File: src/rtl/mac_window_engine.sv
// mac_window_engine: NUM_LANES signed MAC lanes accumulating over a fixed
// window of WIN_LEN accepted beats. Each lane product is registered, then
// added to its accumulator. The lane accumulators are reduced into dot_out,
// which is held under a valid/ready handshake until the consumer takes it.
// Optional feature macro MAC_WINDOW_SATURATE_EN: when defined, accumulator
// adds clamp to the ACC_W signed range and ovf records any clamp. When it is
// undefined, accumulators wrap and ovf is tied low.
module mac_window_engine #(
    parameter int NUM_LANES = 4,
    parameter int DATA_W    = 8,
    parameter int ACC_W     = 32,
    parameter int WIN_LEN   = 9,
    localparam int CNT_W    = $clog2(WIN_LEN + 1),
    localparam int DOT_W    = ACC_W + $clog2(NUM_LANES)
) (
    input  logic                           clk,
    input  logic                           rst_n,
    input  logic                           start,
    input  logic                           in_valid,
    output logic                           in_ready,
    input  logic [NUM_LANES*DATA_W-1:0]    a_flat,
    input  logic [NUM_LANES*DATA_W-1:0]    b_flat,
    output logic                           out_valid,
    input  logic                           out_ready,
    output logic [NUM_LANES*ACC_W-1:0]     acc_flat,
    output logic signed [DOT_W-1:0]        dot_out,
    output logic [CNT_W-1:0]               beat_cnt,
    output logic                           busy,
    output logic                           ovf
);

    localparam int PROD_W = 2 * DATA_W;

    typedef enum logic [1:0] {IDLE, ACCUM, DRAIN, DONE} state_t;

    state_t state, next_state;

    logic                     accept;
    logic                     clear;
    logic                     last_beat;
    logic                     dot_load;

    logic signed [PROD_W-1:0] prod_c  [NUM_LANES];
    logic signed [PROD_W-1:0] prod_p0 [NUM_LANES];
    logic                     vld_p0;
    logic signed [ACC_W-1:0]  acc_nxt [NUM_LANES];
    logic signed [ACC_W-1:0]  acc_p1  [NUM_LANES];
    logic signed [DOT_W-1:0]  dot_c;
    logic signed [DOT_W-1:0]  dot_p2;
    logic [CNT_W-1:0]         cnt;

`ifdef MAC_WINDOW_SATURATE_EN
    logic [NUM_LANES-1:0]     clamp;
    logic                     ovf_r;

    // One-bit-wider sum so that a signed overflow shows up as a sign-bit split
    function automatic logic signed [ACC_W:0] wide_add(
        input logic signed [ACC_W-1:0] x,
        input logic signed [ACC_W-1:0] y
    );
        return (ACC_W + 1)'(x) + (ACC_W + 1)'(y);
    endfunction

    // Clamp a wide sum back into the ACC_W signed range
    function automatic logic signed [ACC_W-1:0] saturate(
        input logic signed [ACC_W:0] s
    );
        logic signed [ACC_W-1:0] res;
        if (s[ACC_W] != s[ACC_W-1]) begin
            res = s[ACC_W] ? {1'b1, {(ACC_W-1){1'b0}}} : {1'b0, {(ACC_W-1){1'b1}}};
        end else begin
            res = s[ACC_W-1:0];
        end
        return res;
    endfunction
`endif

    // A start outside DONE restarts the window; a start also wins over a same-cycle beat
    assign clear     = start && (state != DONE);
    assign accept    = in_valid && (state == ACCUM) && !start;
    assign last_beat = (cnt == CNT_W'(WIN_LEN - 1));
    assign dot_load  = (state == DRAIN) && !vld_p0 && !start;

    // State register
    always_ff @(posedge clk or negedge rst_n) begin
        if (!rst_n) state <= IDLE;
        else        state <= next_state;
    end

    // Next-state logic; DRAIN waits until the last product has been accumulated
    always_comb begin
        next_state = state;
        case (state)
            IDLE:    if (start) next_state = ACCUM;
            ACCUM: begin
                if (start)                      next_state = ACCUM;
                else if (accept && last_beat)   next_state = DRAIN;
            end
            DRAIN: begin
                if (start)        next_state = ACCUM;
                else if (!vld_p0) next_state = DONE;
            end
            DONE:    if (out_ready) next_state = IDLE;
            default: next_state = IDLE;
        endcase
    end

    // Handshake and status outputs decoded from the state
    always_comb begin
        in_ready  = (state == ACCUM);
        busy      = (state == ACCUM) || (state == DRAIN);
        out_valid = (state == DONE);
    end

    // Per-lane signed products at full 2*DATA_W precision
    always_comb begin
        logic signed [DATA_W-1:0] a_l;
        logic signed [DATA_W-1:0] b_l;
        a_l = '0;
        b_l = '0;
        for (int i = 0; i < NUM_LANES; i++) begin
            a_l       = a_flat[i*DATA_W +: DATA_W];
            b_l       = b_flat[i*DATA_W +: DATA_W];
            prod_c[i] = PROD_W'(a_l) * PROD_W'(b_l);
        end
    end

    // Next accumulator values: sign-extended product added with wrap or clamp
    always_comb begin
        logic signed [ACC_W-1:0] ext;
`ifdef MAC_WINDOW_SATURATE_EN
        logic signed [ACC_W:0]   sum_w;
        clamp = '0;
        sum_w = '0;
`endif
        ext = '0;
        for (int i = 0; i < NUM_LANES; i++) begin
            ext = ACC_W'(prod_p0[i]);
`ifdef MAC_WINDOW_SATURATE_EN
            sum_w      = wide_add(acc_p1[i], ext);
            acc_nxt[i] = saturate(sum_w);
            clamp[i]   = sum_w[ACC_W] ^ sum_w[ACC_W-1];
`else
            acc_nxt[i] = acc_p1[i] + ext;
`endif
        end
    end

    // Lane reduction at DOT_W so the sum cannot overflow
    always_comb begin
        dot_c = '0;
        for (int i = 0; i < NUM_LANES; i++) begin
            dot_c = dot_c + DOT_W'(acc_p1[i]);
        end
    end

    // Stage p0: register lane products for accepted beats with their valid bit
    always_ff @(posedge clk or negedge rst_n) begin
        if (!rst_n) begin
            vld_p0 <= 1'b0;
            for (int i = 0; i < NUM_LANES; i++) prod_p0[i] <= '0;
        end else begin
            vld_p0 <= accept;
            if (accept) prod_p0 <= prod_c;
        end
    end

    // Stage p1: accumulate valid products; a restart clears the lanes
    always_ff @(posedge clk or negedge rst_n) begin
        if (!rst_n) begin
            for (int i = 0; i < NUM_LANES; i++) acc_p1[i] <= '0;
        end else if (clear) begin
            for (int i = 0; i < NUM_LANES; i++) acc_p1[i] <= '0;
        end else if (vld_p0) begin
            acc_p1 <= acc_nxt;
        end
    end

    // Count beats accepted in the current window
    always_ff @(posedge clk or negedge rst_n) begin
        if (!rst_n)      cnt <= '0;
        else if (clear)  cnt <= '0;
        else if (accept) cnt <= cnt + 1'b1;
    end

    // Stage p2: capture the lane sum once the pipeline has drained
    always_ff @(posedge clk or negedge rst_n) begin
        if (!rst_n)        dot_p2 <= '0;
        else if (dot_load) dot_p2 <= dot_c;
    end

`ifdef MAC_WINDOW_SATURATE_EN
    // Sticky per-window clamp flag
    always_ff @(posedge clk or negedge rst_n) begin
        if (!rst_n)                  ovf_r <= 1'b0;
        else if (clear)              ovf_r <= 1'b0;
        else if (vld_p0 && |clamp)   ovf_r <= 1'b1;
    end
    assign ovf = ovf_r;
`else
    assign ovf = 1'b0;
`endif

    for (genvar g = 0; g < NUM_LANES; g++) begin : g_acc_out
        assign acc_flat[g*ACC_W +: ACC_W] = acc_p1[g];
    end

    assign dot_out  = dot_p2;
    assign beat_cnt = cnt;

endmodule
File: config.mk
export PLATFORM = sky130hd
export DESIGN_NAME = mac_window_engine
export DESIGN_NICKNAME = d
export VERILOG_FILES = /design/src/rtl/mac_window_engine.sv
export SDC_FILE = /design/constraint.sdc
export NUM_CORES = 2
export LEC_CHECK = 0
export ABC_AREA = 1
export CAP_MARGIN = 20
export CORE_MARGIN = 3
export CORE_UTILIZATION = 46
export CTS_CLUSTER_SIZE = 40
export DETAILED_ROUTE_END_ITERATION = 8
export PLACE_DENSITY = 0.65
export SLEW_MARGIN = 25
export SYNTH_ARGS = -nofsm -noshare
export SYNTH_HDL_FRONTEND = slang
export SYNTH_SLANG_ARGS = --single-unit
File: constraint.sdc
create_clock -name clk -period 9.1 [get_ports clk]
set_input_delay 1.82 -clock clk [delete_from_list [all_inputs] [get_ports clk]]
set_output_delay 1.82 -clock clk [all_outputs]
set_load 0.01 [all_outputs]
== Word level (Yosys, flattened, before mapping) ==
Cells that the tools add are included.

* Memory bits (read-only): 0
* Bits of input ports: 69
* Word-level logic and storage cells: 57
* Memories kept: 0
* Register bits after elaboration: 233
* Memory bits (writable): 0
* Output and inout port bits: 170
* Bits in latches: 0

* $add $sub $neg: 8
* $mul: 4
* Bitwise logic cells: 0
* Divide/modulo/power cells: 0
* Equality and inequality tests: 9
* $lt $le $gt $ge: 0
* Mux-type cells: 11
* Shift-type cells: 0
* Reductions and logical operators: 13

{| class="wikitable"
|+ Operator list
! cell !! count
|-
| two-way mux 128 bit || 2
|-
| adder 32 x 16 -> 32 bit || 4
|-
| multiplier 8 x 8 -> 16 bit || 4
|-
| adder 33 x 32 -> 34 bit || 1
|-
| adder 34 x 32 -> 34 bit || 1
|-
| adder 32 x 32 -> 33 bit || 1
|-
| two-way mux 2 bit || 6
|-
| two-way mux 4 bit || 2
|-
| one-hot mux 2 bit (4 select lines) || 1
|-
| logical AND 1 bit || 6
|-
| adder 4 x 1 -> 4 bit (second input constant) || 1
|-
| == test 2 bit (second input constant) || 2
|-
| == test 4 bit (second input constant) || 1
|-
| != test 2 bit (second input constant) || 2
|-
| AND reduction 4 bit || 1
|-
| nonzero test 2 bit || 2
|-
| != test 3 x 2 -> 1 bit (second input constant) || 1
|-
| != test 3 bit (second input constant) || 1
|-
| == test 2 x 1 -> 1 bit (second input constant) || 1
|-
| zero test 1 bit || 2
|-
| zero test 2 bit || 1
|-
| != test 2 x 1 -> 1 bit (second input constant) || 1
|-
| logical OR 1 bit || 1
|}

== Logic depth before layout (Yosys ltp) ==
* Word-level depth: 7
* Depth in mapped cells: 20
* Depth with buffers taken out: 19

== Least setup slack after synthesis ==
Ideal clock, no wire load.

* Kind: input port to flip-flop
* Start: input b_flat[2]
* End: register prod_p0[63] (netlist name)
* Setup time: 0.118 ns
* Path slack: 3.632 ns
* Stages: 17
* Arrival time: 5.350 ns
* Path buffers: 1
* Required time: 8.982 ns
* Cell sequence: clkbuf_1 nand2_1 fa_1 inv_1 fa_1 inv_1 fa_1 inv_1 fa_1 ha_1 inv_1 o21bai_1 a21oi_1 nand3_1 nand3b_1 nand3_1 nand2_1

* Word-level cells in the longest chain between the ends: 1

{| class="wikitable"
|+ Ends and longest elaborated chain
! element !! line !! text
|-
| start, declared || 22 || <nowiki>input logic [NUM_LANES*DATA_W-1:0] b_flat,</nowiki>
|-
| multiplier 8 x 8 -> 16 bit || 124 || <nowiki>prod_c[i] = PROD_W'(a_l) * PROD_W'(b_l);</nowiki>
|-
| end signal, assigned || 164 || <nowiki>if (accept) prod_p0 <= prod_c;</nowiki>
|-
| end, declared || 44 || <nowiki>logic signed [PROD_W-1:0] prod_p0 [NUM_LANES];</nowiki>
|}

No other way between the ends.
A chain may end at the register's enable or synchronous reset.

== Final worst setup path ==
* Start: input b_flat[15]
* End: register prod_p0[42] (netlist name)

The elaborated chain is that of the path after synthesis.

==> reports/qor.yml <==
status:
  status: "finished, final reports clean"
cells_and_area:
  n_fill_cell: 7058
  fin_nets: 5786
  final_cells: 6107
  area_growth_syn_to_layout_pct: 13.6
  regArea_um2: 5830
  drive_gt1_frac: 0.0205
  multiInputGateArea_um2: 21900
worst_setup_path:
  start_kind: "input port"
  r2r_end: "dot_out[15]$_DFFE_PN0P_"
  r2r-start: "acc_flat[33]$_DFFE_PN0P_"
  reg2regPathDepth: 14
  crit_path_start: "b_flat[15]"
  crit_type: "input port to flop"
  r2r_slack_ns: 5.40
  path_max_fanout: 8
  required_ns: 9.56
  cp.arrival_ns: 6.16
  crit_path_end_kind: "flop"
yosys:
  avgSynthCellArea_um2: 6.52
  async_flop_share: 1.00
  postSynthCellCount: 4972
  yosysWarningCount: 0
  synth_area_leader_cell: "nand2_1"
  yosys-top-cells-count: "1,837 x nand2_1, 1,132 x inv_1, 289 x fa_1"
  synth_ff_type: "dfrtp_1"
  synth_top_area_frac: 0.213
  yosysMostFrequentCell: "nand2_1"
  synth-edff-count: 0
  ys_types: 39
  synth_area_leaders: "nand2_1 21%, dfrtp_1 18%, fa_1 18%, inv_1 13%, ha_1 11%"
  ys_seq_area_frac: 0.180
  ys_ff_latch: 233
  synth_area_um2: 32400
  syn_nets: 5610
min_path:
  hold_class: "flop to flop"
  min_path_cells: 2
  min_from: "dot_out[32]$_DFFE_PN0P_"
  hold_end: "dot_out[32]$_DFFE_PN0P_"
timing:
  rsz0062_at_grt: "no"
  relSlewSlack: 0.359
  fmax_mhz: 176
  hold_violations: 0
  fin_crit_sh: 0.626
  setup_viol_count_final: 0
  slew_violations: 0
  worst_pin_slew_ns: 0.961
  finClkSkew_ns: 0.0180
  fin_crit_ns: 5.69
  tns_ns: 0
cts:
  ctsHoldBuffers: 0
  post_cts_buffers: 0
  cts_made_buffers: 34
  insertion_delay_ns: 0.56
  htreeDepth: 2
  clock_path_buffers: 3
  path_clk_slew_ns: 0.06
  cts_tree: "built"
  ctsResizeCount: 0
  root_buffer: "clkbuf_16"
  cts.sinks: 233
grt:
  grt_pass1_wl_mm: 153
  grt_pass1_vias: 27800
  grt.overflow.total: 0
  track_usage: 0.261
  grt_max_degree: 78
  antenna_found_initial: 2
floorplanning:
  core.rowCount: 96
  dieArea_um2: 73600
  die_w_um: 271
  initial_core_util: 0.468
  die_height_um: 271
  core_um2: 69200
  io_pins: 239
detailed_routing:
  via_per_inst: 4.92
  ant_nets: 0
  wl_mm: 96.4
  drc: 0
  dr_total_vias: 30100
  dr.pass1.iters: 8
  wl_per_cell_um: 15.8
  drtIter0Drc: 2536
power_and_ir_drop:
  power.density_nw_per_um2: 239
  p_leak_nw: 22.2
  ir_drop_mv: 0.137
job:
  drv_cap: 0
place:
  gp_congestion: 0.971
  dp_hpwl_mm: 79.7
  portBuffers: 237
  placedCellCount: 6043
-- metal layers --
| layer | global-route usage | vias to the layer above | share of wire |
|---|---|---|---|
| met5 | 0 | - | 0 |
| met4 | 0.0748 | 0 | 0.029 |
| met3 | 0.0477 | 125 | 0.073 |
| met2 | 0.404 | 882 | 0.44 |
| met1 | 0.372 | 13800 | 0.46 |
| li1 | - | 15300 | - |
-- worst max-delay path by stage --
stage	endpoint	slack [ns]
after CTS	prod_p0[15]$_DFFE_PN0P_	3.44
after detailed placement	prod_p0[15]$_DFFE_PN0P_	2.87
final	prod_p0[42]$_DFFE_PN0P_	3.41
after global routing	prod_p0[15]$_DFFE_PN0P_	3.09
after global placement	prod_p0[42]$_DFFE_PN0P_	2.89
after floorplan	prod_p0[63]$_DFFE_PN0P_	3.63
-- final cells by class --
type,count,share of cell area
Antenna cell,3,0.000204
Clock buffer,47,0.0273
Clock inverter,14,0.00581
Inverter,1136,0.116
Multi-Input combinational cell,3496,0.594
Sequential cell,233,0.158
Tap cell,931,0.0316
Timing Repair Buffer,247,0.0666
-- layout by cell type (no fill, tap or decap), drive strengths merged --
master / instances
ha: 280
nand2: 1841
buf: 11
a22o: 4
o21ai: 141
nand3: 253
nand4: 27
a31oi: 20
and2: 14
inv: 1138
clkdlybuf4s50: 236
nand3b: 18
o22ai: 8
nor2: 287
xnor2: 38
clkinv: 7
nor4: 1
bufinv: 5
dfrtp: 233
or2: 18
xor2: 24
o21bai: 16
fa: 289
a41oi: 1
a211oi: 1
a21oi: 167
diode: 3
o31ai: 7
clkbuf: 47
conb: 1
a32o: 3
nor3: 22
a311o: 1
a21o: 14
-- state kept, by name (all words and copies together), names as in the netlist --
signal    flops
prod_p0      64
dot_out      34
acc_flat    128
beat_cnt      4
vld_p0        1
state         2
-- power breakdown --
part	switching [mW]	total [mW]	internal (mW)
logic	3.43	5.55	2.12
clock network	0.544	1.46	0.917
registers	0.463	1.79	1.33
-- cells by family after synthesis --
family,Yosys count,synth area share
AO/OA/AOI/OAI,383,0.0644
XOR/XNOR,62,0.0168
adder cells (fa/ha/maj),569,0.287
buffers and inverters,1243,0.145
flip-flops,233,0.180
other,1,0.000116
AND/OR/NAND/NOR,2481,0.307
-- worst max-delay path, stage by stage --
cell	delay [ns]
clkdlybuf4s50_1	0.51
inv_1	0.16
or2_2	0.32
fa_1	0.45
fa_1	0.49
inv_1	0.05
fa_1	0.47
inv_1	0.05
fa_1	0.47
inv_1	0.04
ha_1	0.32
inv_1	0.09
nor3_1	0.38
a21oi_1	0.14
or2_2	0.29
a31oi_1	0.12
-- metrics by stage --
step	power, mW	hold WS [ns]	setup WS [ns]	utilization	area (µm²)
6_report	8.80	0.474	3.41	0.532	36800
5_1_grt	9.73	0.497	3.09	0.532	36800
3_3_place_gp	7.26	0.466	2.89	0.514	35600
2_1_floorplan	5.61	0.453	3.63	-	32400
3_5_place_dp	7.32	0.465	2.87	0.514	35600
4_1_cts	8.84	0.480	3.44	0.532	36800
Note: power is estimated with default switching activity, not from simulation.
